--- src/rtl/cache_stats_unit_pkg.sv ---
// Shared types and command codes for the cache statistics collector.
package cache_stats_unit_pkg;

  typedef enum logic [1:0] {
    SEL_READ  = 2'd0,
    SEL_WRITE = 2'd1,
    SEL_HIT   = 2'd2,
    SEL_MISS  = 2'd3
  } stat_sel_t;

  typedef enum logic {
    ST_IDLE = 1'b0,
    ST_DUMP = 1'b1
  } dump_state_t;

  localparam logic [3:0] CMD_RESET       = 4'd8;
  localparam logic [3:0] CMD_PRINT       = 4'd9;
  localparam logic [3:0] CMD_LAST_ACCESS = 4'd4;

  function automatic logic is_read_cmd(input logic [3:0] n);
    return (n == 4'd0) || (n == 4'd2) || (n == 4'd4);
  endfunction

  function automatic logic is_write_cmd(input logic [3:0] n);
    return (n == 4'd1) || (n == 4'd3);
  endfunction

endpackage

--- src/rtl/cache_stats_counter.sv ---
// Saturating event counter: holds at all-ones and flags the overflowing increment.
module cache_stats_counter #(
  parameter int CNT_W = 32
) (
  input  logic             clk,
  input  logic             rst,
  input  logic             i_inc,
  input  logic             i_clr,
  output logic [CNT_W-1:0] o_count,
  output logic             o_sat_pulse
);

  logic [CNT_W-1:0] r_count;
  logic             w_full;

  assign w_full      = &r_count;
  assign o_sat_pulse = i_inc & w_full;
  assign o_count     = r_count;

  always_ff @(posedge clk or posedge rst) begin
    if (rst) begin
      r_count <= '0;
    end else if (i_clr) begin
      r_count <= '0;
    end else if (i_inc && !w_full) begin
      r_count <= r_count + 1'b1;
    end
  end

endmodule

--- src/rtl/cache_stats_unit.sv ---
// Per-cache read/write/hit/miss statistics with clear, snapshot and
// valid/ready streaming of the snapshot.
module cache_stats_unit
  import cache_stats_unit_pkg::*;
#(
  parameter  int CHANNELS = 2,
  parameter  int CNT_W    = 32,
  localparam int CH_W     = (CHANNELS > 1) ? $clog2(CHANNELS) : 1
) (
  input  logic                clk,
  input  logic                rst,
  input  logic                ev_valid,
  input  logic [3:0]          ev_n,
  input  logic [CH_W-1:0]     ev_chan,
  input  logic                ev_hit,
  output logic                dump_valid,
  input  logic                dump_ready,
  output logic [CH_W-1:0]     dump_chan,
  output logic [1:0]          dump_sel,
  output logic [CNT_W-1:0]    dump_data,
  output logic                dump_last,
  output logic                dump_busy,
  output logic [CHANNELS-1:0] sat,
  output logic                ev_err
);

  logic [(1<<CH_W)-1:0] w_chan_ok;
  logic                 w_code_cnt;
  logic                 w_cnt_ev;
  logic                 w_err_nxt;
  logic                 w_clear;
  logic                 w_start;
  logic                 w_fire;
  logic                 w_last_beat;
  logic [CHANNELS-1:0]  w_ch_sel;
  logic [3:0]           w_inc  [CHANNELS];
  logic [3:0]           w_satp [CHANNELS];
  logic [CNT_W-1:0]     w_cnt  [CHANNELS][4];

  logic [CNT_W-1:0]     r_snap [CHANNELS][4];
  logic [CHANNELS-1:0]  r_sat;
  logic                 r_ev_err;
  dump_state_t          r_state;
  dump_state_t          w_state_nxt;
  logic [CH_W-1:0]      r_chan;
  logic [1:0]           r_sel;

  // Channel codes beyond CHANNELS-1 are representable when CHANNELS is not a power of two.
  for (genvar i = 0; i < (1 << CH_W); i++) begin : g_chan_ok
    assign w_chan_ok[i] = (i < CHANNELS);
  end

  assign w_code_cnt = (ev_n <= CMD_LAST_ACCESS);
  assign w_cnt_ev   = ev_valid & w_code_cnt & w_chan_ok[ev_chan];
  assign w_err_nxt  = ev_valid & (((ev_n >= 4'd5) & (ev_n <= 4'd7)) | (ev_n >= 4'd10) |
                                  (w_code_cnt & ~w_chan_ok[ev_chan]));
  assign w_clear    = ev_valid & (ev_n == CMD_RESET);
  assign w_start    = ev_valid & (ev_n == CMD_PRINT) & (r_state == ST_IDLE);
  assign w_fire     = (r_state == ST_DUMP) & dump_ready;
  assign w_last_beat = (r_chan == CH_W'(CHANNELS - 1)) & (r_sel == SEL_MISS);

  for (genvar c = 0; c < CHANNELS; c++) begin : g_chan
    assign w_ch_sel[c] = w_cnt_ev & (ev_chan == CH_W'(c));
    assign w_inc[c] = {w_ch_sel[c] & ~ev_hit,
                       w_ch_sel[c] &  ev_hit,
                       w_ch_sel[c] &  is_write_cmd(ev_n),
                       w_ch_sel[c] &  is_read_cmd(ev_n)};
    for (genvar s = 0; s < 4; s++) begin : g_sel
      cache_stats_counter #(.CNT_W(CNT_W)) u_cnt (
        .clk         (clk),
        .rst         (rst),
        .i_inc       (w_inc[c][s]),
        .i_clr       (w_clear),
        .o_count     (w_cnt[c][s]),
        .o_sat_pulse (w_satp[c][s])
      );
    end
  end

  always_ff @(posedge clk or posedge rst) begin
    if (rst) begin
      r_sat    <= '0;
      r_ev_err <= 1'b0;
    end else begin
      r_ev_err <= w_err_nxt;
      if (w_clear) begin
        r_sat <= '0;
      end else begin
        for (int c = 0; c < CHANNELS; c++) begin
          if (|w_satp[c]) r_sat[c] <= 1'b1;
        end
      end
    end
  end

  assign sat    = r_sat;
  assign ev_err = r_ev_err;

  // Snapshot captures live counters as they stood before the print edge.
  always_ff @(posedge clk or posedge rst) begin
    if (rst) begin
      for (int c = 0; c < CHANNELS; c++) begin
        for (int s = 0; s < 4; s++) r_snap[c][s] <= '0;
      end
    end else if (w_start) begin
      for (int c = 0; c < CHANNELS; c++) begin
        for (int s = 0; s < 4; s++) r_snap[c][s] <= w_cnt[c][s];
      end
    end
  end

  always_ff @(posedge clk or posedge rst) begin
    if (rst) r_state <= ST_IDLE;
    else     r_state <= w_state_nxt;
  end

  always_comb begin
    w_state_nxt = r_state;
    case (r_state)
      ST_IDLE: if (w_start)                w_state_nxt = ST_DUMP;
      ST_DUMP: if (w_fire && w_last_beat)  w_state_nxt = ST_IDLE;
      default:                             w_state_nxt = ST_IDLE;
    endcase
  end

  always_ff @(posedge clk or posedge rst) begin
    if (rst) begin
      r_chan <= '0;
      r_sel  <= '0;
    end else if (w_start) begin
      r_chan <= '0;
      r_sel  <= '0;
    end else if (w_fire) begin
      r_sel <= r_sel + 2'd1;
      if (r_sel == SEL_MISS) r_chan <= w_last_beat ? '0 : r_chan + 1'b1;
    end
  end

  always_comb begin
    dump_valid = 1'b0;
    dump_busy  = 1'b0;
    dump_chan  = '0;
    dump_sel   = '0;
    dump_data  = '0;
    dump_last  = 1'b0;
    if (r_state == ST_DUMP) begin
      dump_valid = 1'b1;
      dump_busy  = 1'b1;
      dump_chan  = r_chan;
      dump_sel   = r_sel;
      dump_data  = r_snap[r_chan][r_sel];
      dump_last  = w_last_beat;
    end
  end

endmodule

--- config.mk ---
export PLATFORM = sky130hd
export DESIGN_NAME = cache_stats_unit
export DESIGN_NICKNAME = d
export VERILOG_FILES = /design/src/rtl/cache_stats_unit_pkg.sv /design/src/rtl/cache_stats_counter.sv /design/src/rtl/cache_stats_unit.sv
export SDC_FILE = /design/constraint.sdc
export NUM_CORES = 1
export LEC_CHECK = 0
export CORE_MARGIN = 2
export CORE_UTILIZATION = 65
export DETAILED_ROUTE_END_ITERATION = 10
export HOLD_SLACK_MARGIN = 0.05
export PLACE_DENSITY = 0.83
export SLEW_MARGIN = 20
export SYNTH_ARGS = -nofsm -noshare
export SYNTH_HDL_FRONTEND = slang
export SYNTH_SLANG_ARGS = --single-unit
export TNS_END_PERCENT = 20
--- constraint.sdc ---
create_clock -name clk -period 28.3 [get_ports clk]
set_clock_uncertainty 0.1 [all_clocks]
set_input_delay 7.075 -clock clk [delete_from_list [all_inputs] [get_ports clk]]
set_output_delay 7.075 -clock clk [all_outputs]
set_load 0.05 [all_outputs]
==> impl_metrics.ini, run 1 <==
[finish]
drive_above_1_share_pct = 19.2
nFillCells = 2593
syn_to_final_growth_pct = 10.2
fin_nets = 2337
antenna_cells = 0

[critical_path]
critPathMaxFanout = 37
timing.rr.start = r_state$_DFF_PP0_
critical_path_class = flip-flop to output pin
crit_arrival_ns = 3.90
reg2reg_slack_ns = 24.95
ff2ff_path_depth = 5
endpoint_kind = output pin
crit_path_cell_trace = buf_4 -> mux4_2 -> mux2i_1 -> nor2b_1 -> clkdlybuf4s50_1
crit_slowest_cell = dfrtp_4
r2r_end = r_snap[143]$_DFFE_PP0P_
startpoint_type = flip-flop
cp_data_required_time_ns = 21.12
max_stage_delay_ns = 0.89

[cts]
tritoncts = built
post_cts_resized = 0
clkSinkCount = 519
clk_latency_ns = 0.61
cts_buffers = 53
clock_path_buffers = 3
clk_pin_slew_ns = 0.06
root_buffer = clkbuf_16
cts_setup_buffers = 0
cts_hold_buf = 0
h-tree-depth = 2

[timing]
timing.fmax_ghz = 0.0903
tns_ns = 0
fin_ws_ns = 17.22
tightest_slew_ns = 1.12
fin_crit_sh_pct = 39.1
maxSlewViolCount = 0
post-route-min-period_ns = 11.08
slew_headroom_pct = 25.0
rsz0062_at_grt = no
finalHoldViolations = 0
setup_viol = 0

[synth]
yosysUniqueCellTypes = 65
yosysTopAreaCell = dfrtp_1
synth_nets = 2345
ys_seq_area_share_pct = 49.6
synth_area_um2 = 26200
yosys-top-cells-count = dfrtp_1 (519), mux2_2 (256), nand2_1 (161), a21oi_1 (154), nand3_1 (99)
synth_area_leaders = dfrtp_1 (50%), mux2_2 (11%), mux4_2 (5.5%)
synth_ff_type = dfrtp_1
synth_edf_count = 0
syn_inst = 2326
async_reset_ff_share_pct = 100
ys_ff_latch = 519
yosysMostFrequentCell = dfrtp_1
synth_top_cell_area_share_pct = 49.6
avgSynthCellArea_um2 = 11.3
synth_warnings = 0

[floorplan]
rows = 73
die_w_um = 205
top_level_ports = 51
start_util_pct = 65.9
die_y_um = 205
core_um2 = 39700
die_area_um2 = 41900

[worst_hold_path]
min_path_cells = 1
hold_start = r_snap[195]$_DFFE_PP0P_
hp-class = flip-flop to flip-flop
hold_end = r_snap[195]$_DFFE_PP0P_

[global_route]
grt_max_degree = 182
grt_pass1_vias = 19700
grt_pass1_wl_um = 112000
grt_usage_pct = 34.4
grt_antenna_before_repair = 2
overflow = 0

[route]
wirelength_um = 70600
drt-wirelength-per-cell_um = 24.5
drt_iter0_drc = 2336
drc = 0
firstDrtPassIters = 6
vias = 20600
drtAntennaViolNets = 0
via_per_inst = 7.12

[pwr]
ir_drop_mv = 0.0944
p_leak_nw = 12.0
p_per_area_nw_per_um2 = 61.7

[placed_design]
hpwlAfterDp_um = 47400
gp_congestion = 0.929
place_worst_setup_slack_ns = 17.64
io_buffers = 50

[run_status]
status = finished, final reports clean

[run]
max_cap_viol_count = 0
-- worst max path at each step --
stage,start,end,slack [ns],cells after the start
global placement,ev_valid,g_chan[0].g_sel[0].u_cnt.o_count[9]$_DFFE_PP0P_,17.80,6
finish,r_chan$_DFFE_PP0P_,dump_data[22],17.22,5
detailed placement,ev_valid,g_chan[0].g_sel[0].u_cnt.o_count[15]$_DFFE_PP0P_,17.64,6
CTS,r_chan$_DFFE_PP0P_,dump_data[25],17.17,5
global route,r_chan$_DFFE_PP0P_,dump_data[25],17.08,5
floorplan,rst,ev_err$_DFF_PP0_,6.63,1
-- state kept, by name (all words and copies together) (netlist names) --
signal                      count
r_sel                           2
r_state                         1
r_chan                          1
ev_err                          1
g_chan.g_sel.u_cnt.o_count    256
sat                             2
r_snap                        256
-- area by class of cell --
cell class                      instances  area (um^2)  share of cell area, %
Timing Repair Buffer                   73          701                   2.43
Clock buffer                           86         1620                   5.62
Multi-Input combinational cell       1644        12600                   43.7
Inverter                               27          109                  0.377
Clock inverter                         12          164                  0.568
Tap cell                              525          657                   2.28
Sequential cell                       519        13000                   45.0
-- critical path, delay by kind of cell (launching register included) --
| kind | cells | cell delay (ns) |
|---|---|---|
| buf+inv | 2 | 1.32 |
| mux | 2 | 0.93 |
| flops | 1 | 0.89 |
| simple gates | 1 | 0.10 |
-- layout by cell type, fill, tap and decap left out, types with 5 or more instances in the layout --
cell type	Yosys	final
a2111oi_0	8	8
a211oi_1	11	11
a21oi_1	154	154
a311oi_1	5	5
a31oi_1	7	7
and2_1	23	23
and3_1	33	32
and4_1	28	28
buf_4	2	19
clkbuf_1	92	18
clkbuf_16	0	55
clkbuf_8	0	13
clkdlybuf4s50_1	0	50
clkinv_2	0	7
dfrtp_1	519	516
ha_1	9	9
inv_1	27	26
mux2_2	256	256
mux2i_1	67	67
mux4_2	64	64
nand2_1	161	161
nand2b_1	9	9
nand3_1	99	98
nand4_1	80	80
nand4b_1	7	7
nor2_1	84	84
nor2b_1	34	34
nor3_1	33	30
nor4_1	26	23
o211ai_1	17	17
o21a_1	7	7
o21ai_0	64	64
o311ai_0	6	6
o31a_1	5	5
o31ai_1	98	97
or3_1	64	64
or4_1	87	87
xnor2_1	26	26
xor2_1	15	15
-- logic make-up after synthesis --
kind of cell | synth area share (%)
adder cells (fa/ha/maj) | 0.430
multiplexers | 19.1
AND/OR/NAND/NOR | 17.2
AO/OA/AOI/OAI | 9.80
buffers and inverters | 2.50
XOR/XNOR | 1.37
flip-flops | 49.6
-- stage by stage --
stage          hold WS [ns]  std cells  power (mW)  cell area [um^2]  util, %
2_1_floorplan         0.355       2326        1.00             26200        -
3_3_place_gp          0.385       2786        1.06             27000     68.0
3_5_place_dp          0.388       2786        1.07             27000     68.0
4_1_cts               0.401       2884        1.79             28800     72.5
5_1_grt               0.416       2886        1.84             28900     72.6
6_report              0.402       2886        1.78             28900     72.6
-- power breakdown --
part | switching (mW) | internal [mW] | total (mW)
Combinational | 0.113 | 0.102 | 0.215
Clock | 0.293 | 0.427 | 0.720
Sequential | 0.0709 | 0.776 | 0.846
Total | 0.478 | 1.30 | 1.78
-- metal layers --
metal	share of wire, %	up-vias	wire length (um)	global-route usage (%)
met5	0.033	-	23	0
met4	5.6	4	3950	16.9
met3	9.2	233	6490	7.41
met2	45	1129	32100	50.8
met1	40	10300	28000	48.8
li1	-	8867	-	-
No activity file was read; power rests on OpenSTA's default activity.
==> inputs of run 2 (changes only) <==
--- a/config.mk
+++ b/config.mk
@@ -6,10 +6,10 @@
 export NUM_CORES = 1
 export LEC_CHECK = 0
 export CORE_MARGIN = 2
-export CORE_UTILIZATION = 65
+export CORE_UTILIZATION = 63
 export DETAILED_ROUTE_END_ITERATION = 10
 export HOLD_SLACK_MARGIN = 0.05
-export PLACE_DENSITY = 0.83
+export PLACE_DENSITY = 0.8
 export SLEW_MARGIN = 20
 export SYNTH_ARGS = -nofsm -noshare
 export SYNTH_HDL_FRONTEND = slang
==> constraint.sdc (replaced) <==
create_clock -name clk -period 11.4 [get_ports clk]
set_clock_uncertainty 0.1 [all_clocks]
set_input_delay 2.85 -clock clk [delete_from_list [all_inputs] [get_ports clk]]
set_output_delay 2.85 -clock clk [all_outputs]
set_load 0.05 [all_outputs]
==> impl_metrics.ini, run 2 (synthesis gave the netlist of run 1 again) <==
[global_route]
grt_usage_pct = 31.8
grt_antenna_before_repair = 1
grt_pass1_vias = 19600
grt_max_degree = 149
grt_pass1_wl_um = 109000
overflow = 0

[cts]
cts_buffers = 54
clkSinkCount = 519
clk_pin_slew_ns = 0.06
clock_path_buffers = 3
post_cts_resized = 0
tritoncts = built
cts_setup_buffers = 0
cts_hold_buf = 0
h-tree-depth = 2
clk_latency_ns = 0.61
root_buffer = clkbuf_16

[critical_path]
critPathTopFamily = buffers and inverters
reg2reg_slack_ns = 8.45
crit_cells = 5
critPathMaxFanout = 36
max_stage_delay_ns = 0.79
crit_arrival_ns = 3.95
endpoint_kind = output pin
critical_path_class = flip-flop to output pin
critPathBufInv = 2
cp_data_required_time_ns = 8.45
crit_path_cell_trace = buf_4 -> mux4_2 -> mux2i_1 -> nor2b_1 -> clkdlybuf4s50_1
timing.rr.start = g_chan[0].g_sel[3].u_cnt.o_count[18]$_DFFE_PP0P_
ff2ff_path_depth = 5
crit_slowest_cell = dfrtp_4
startpoint_type = flip-flop
r2r_end = g_chan[0].g_sel[3].u_cnt.o_count[19]$_DFFE_PP0P_

[route]
vias = 20200
wirelength_um = 68800
firstDrtPassIters = 6
drt_iter0_drc = 2160
drt-wirelength-per-cell_um = 23.7
drtAntennaViolNets = 0
via_per_inst = 6.98
drc = 0

[finish]
fin_nets = 2343
stdcell_area_um2 = 28900
syn_to_final_growth_pct = 10.3
layout_common_cells = dfrtp_1 (516), mux2_2 (256), nand2_1 (161)
final_common_cell = dfrtp_1
drive_above_1_share_pct = 19.6

[timing]
post-route-min-period_ns = 6.90
tns_ns = 0
finalHoldViolations = 0
maxSlewViolCount = 0
setup_viol = 0
slew_headroom_pct = 28.9
tightest_slew_ns = 1.07
timing.fmax_ghz = 0.145
rsz0062_at_grt = no
fin_crit_sh_pct = 60.6

[floorplan]
start_util_pct = 64.0
rows = 74
core_um2 = 40900
die_w_um = 208
top_level_ports = 51
die_y_um = 208
die_area_um2 = 43200

[worst_hold_path]
min_path_cells = 1
hp-class = flip-flop to flip-flop
hold_end = g_chan[0].g_sel[3].u_cnt.o_count[17]$_DFFE_PP0P_
hold_start = g_chan[0].g_sel[3].u_cnt.o_count[17]$_DFFE_PP0P_

[run]
max_cap_viol_count = 0

[pwr]
p_leak_nw = 12.0
ir_drop_mv = 0.125
p_per_area_nw_per_um2 = 152

[placed_design]
dpl_cell_area_um2 = 27100
hpwlAfterDp_um = 47300
io_buffers = 50
gp_congestion = 0.923

[run_status]
status = finished, final reports clean
## run 2: cell count changes in the layout (fill, tap and decap cells not counted), sizes merged
cell / delta
clkinvlp: +2
buf: +5
diode: +1
clkbuf: -8
bufinv: -2
clkinv: +9
inv: -2
## run 2: power breakdown
part	switching [mW]	internal, mW	total, mW
clock	0.744	1.01	1.76
sequential	0.157	1.93	2.08
combinational	0.295	0.251	0.547
total	1.20	3.19	4.39
## run 2: through the flow
step,hold WS [ns],cells,util (%),setup slack (ns),total power [mW]
2_1_floorplan,0.355,2326,-,1.40,2.48
3_3_place_gp,0.376,2799,66.2,5.15,2.64
3_5_place_dp,0.392,2799,66.2,5.04,2.66
4_1_cts,0.401,2896,70.5,4.47,4.41
5_1_grt,0.409,2898,70.5,4.41,4.53
6_report,0.402,2898,70.5,4.50,4.39
## run 2: layout make-up
cell class,instances,area [um^2]
tap,532,666
antenna,1,2.50
timing repair buffer,78,734
clock inverter,19,174
sequential,519,13000
clock buffer,78,1590
multi-input combinational,1644,12600
fill,2828,12100
inverter,27,105
## run 2: layer usage
layer	vias up	wire length (um)	share of wire, %	global-route usage [%]
li1	8876	-	-	-
met1	10300	27200	40	43.1
met2	926	32600	47	50.8
met3	185	5800	8.4	5.31
met4	0	3220	4.7	14.6
met5	-	0	0	0
## run 2: worst max-delay path by stage
stage,start,endpoint,slack (ns)
after global placement,r_chan$_DFFE_PP0P_,dump_data[22],5.15
after CTS,r_chan$_DFFE_PP0P_,dump_data[22],4.47
final,r_chan$_DFFE_PP0P_,dump_data[21],4.50
after floorplan,rst,ev_err$_DFF_PP0_,1.40
after detailed placement,ev_valid,g_chan[0].g_sel[0].u_cnt.o_count[9]$_DFFE_PP0P_,5.04
after global routing,r_chan$_DFFE_PP0P_,dump_data[22],4.41
==> inputs of run 3 (changes only) <==
--- a/config.mk
+++ b/config.mk
@@ -6,10 +6,10 @@
 export NUM_CORES = 1
 export LEC_CHECK = 0
 export CORE_MARGIN = 2
-export CORE_UTILIZATION = 63
+export CORE_UTILIZATION = 57
 export DETAILED_ROUTE_END_ITERATION = 10
 export HOLD_SLACK_MARGIN = 0.05
-export PLACE_DENSITY = 0.8
+export PLACE_DENSITY = 0.77
 export SLEW_MARGIN = 20
 export SYNTH_ARGS = -nofsm -noshare
 export SYNTH_HDL_FRONTEND = slang
==> constraint.sdc (replaced) <==
create_clock -name clk -period 5.5 [get_ports clk]
set_clock_uncertainty 0.1 [all_clocks]
set_input_delay 1.375 -clock clk [delete_from_list [all_inputs] [get_ports clk]]
set_output_delay 1.375 -clock clk [all_outputs]
set_load 0.05 [all_outputs]
==> impl_metrics.ini, run 3 (synthesis gave the netlist of run 1 again) <==
[pwr]
p_leak_nw = 12.1
p_per_area_nw_per_um2 = 314
p_total_mw = 9.13
ir_drop_mv = 0.247

[floorplan]
die_y_um = 218
core_um2 = 45400
rows = 78
die_w_um = 218
start_util_pct = 57.7
die_area_um2 = 47700
top_level_ports = 51

[route]
wirelength_um = 71800
drt_iter0_drc = 2594
via_per_inst = 6.81
vias = 20300
drt-wirelength-per-cell_um = 24.1
drc = 0
drtAntennaViolNets = 0
firstDrtPassIters = 5

[global_route]
grt_pass1_vias = 19300
grt_pass1_wl_um = 112000
overflow = 0
grt_antenna_before_repair = 0
grt_usage_pct = 30.4
grt_max_degree = 138

[timing]
tns_ns = 0
rsz0062_at_grt = no
fin_ws_ns = 0.609
maxSlewViolCount = 0
fin_crit_sh_pct = 88.9
finalHoldViolations = 0
timing.fmax_ghz = 0.204
slew_headroom_pct = 29.2
hold_ws_ns = 0.401
setup_viol = 0
tightest_slew_ns = 1.06
post-route-min-period_ns = 4.89

[critical_path]
crit_path_cell_trace = buf_12 -> mux4_2 -> mux2i_1 -> nor2b_1 -> clkdlybuf4s50_1
critPathMaxFanout = 32
ff2ff_path_depth = 5
timing.rr.start = g_chan[0].g_sel[0].u_cnt.o_count[13]$_DFFE_PP0P_
crit_arrival_ns = 3.42
critPathTopFamily = buffers and inverters
crit_slowest_cell = dfrtp_4
endpoint_kind = output pin
r2r_end = g_chan[0].g_sel[0].u_cnt.o_count[10]$_DFFE_PP0P_
crit_cells = 5
critical_path_class = flip-flop to output pin
max_stage_delay_ns = 0.77
critPathBufInv = 2
reg2reg_slack_ns = 2.53
startpoint_type = flip-flop
cp_data_required_time_ns = 4.03

[placed_design]
gp_congestion = 0.902
dpl_cell_area_um2 = 27300
hpwlAfterDp_um = 49300
place_worst_setup_slack_ns = 1.12
io_buffers = 50

[run_status]
status = finished, final reports clean

[finish]
syn_to_final_growth_pct = 11.1
antenna_cells = 0
drive_above_1_share_pct = 20.0
nFillCells = 3399
layout_common_cells = dfrtp_1 (516), mux2_2 (256), nand2_1 (161)
stdcell_area_um2 = 29100
fin_nets = 2351
final_common_cell = dfrtp_1

[cts]
cts_setup_buffers = 0
post_cts_resized = 0
clock_path_buffers = 3
root_buffer = clkbuf_16
tritoncts = built
clk_pin_slew_ns = 0.06
clk_latency_ns = 0.62
cts_buffers = 54
clkSinkCount = 519
h-tree-depth = 2
cts_hold_buf = 0

[worst_hold_path]
hold_start = r_snap[151]$_DFFE_PP0P_
hold_end = r_snap[151]$_DFFE_PP0P_
hp-class = flip-flop to flip-flop
min_path_cells = 1

[run]
max_cap_viol_count = 0
[run 3: cell count changes in the layout (fill, tap and decap cells not counted)]
cell | before | now
buf_12 | 1 | 10
nor3_2 | 2 | 3
clkinv_4 | 1 | 0
bufinv_16 | 2 | 1
clkbuf_1 | 10 | 11
and3_2 | 1 | 2
buf_6 | 3 | 0
buf_4 | 24 | 26
nor3_1 | 31 | 30
and3_1 | 31 | 30
clkinv_2 | 13 | 16
diode_2 | 1 | 0
[run 3: cell type report]
cell class,instances,area (um^2),area share (%)
Tap cell,600,751,2.58
Sequential cell,519,13000,44.7
Timing Repair Buffer,86,896,3.08
Clock buffer,79,1600,5.49
Multi-Input combinational cell,1644,12600,43.3
Inverter,27,105,0.361
Clock inverter,20,150,0.516
[run 3: worst max path at each step]
stage | start | end | slack, ns
6_report | r_chan$_DFFE_PP0P_ | dump_data[3] | 0.61
5_1_grt | r_chan$_DFFE_PP0P_ | dump_data[3] | 0.48
4_1_cts | r_chan$_DFFE_PP0P_ | dump_data[3] | 0.55
3_5_place_dp | ev_n[3] | g_chan[0].g_sel[3].u_cnt.o_count[27]$_DFFE_PP0P_ | 1.12
3_3_place_gp | ev_n[3] | g_chan[0].g_sel[2].u_cnt.o_count[25]$_DFFE_PP0P_ | 1.18
2_1_floorplan | rst | ev_err$_DFF_PP0_ | -3.03
[run 3: power breakdown]
| group | leakage, nW | internal, mW | switching (mW) |
|---|---|---|---|
| sequential | 7.18 | 3.99 | 0.359 |
| combinational | 4.03 | 0.550 | 0.611 |
| clock | 0.875 | 2.06 | 1.56 |
[run 3: metrics by stage]
stage | util (%) | std cells
6_report | 64.1 | 2975
2_1_floorplan | - | 2326
4_1_cts | 64.1 | 2975
3_3_place_gp | 60.3 | 2876
3_5_place_dp | 60.3 | 2876
5_1_grt | 64.1 | 2975
[run 3: metal layers]
layer	share of wire (%)	vias up	track usage, %	wire (um)
met2	45	995	45.4	32600
met5	0	-	0	0
met1	41	10200	43.4	29600
li1	-	8904	-	-
met4	5.5	0	15.7	3980
met3	7.8	179	4.63	5600
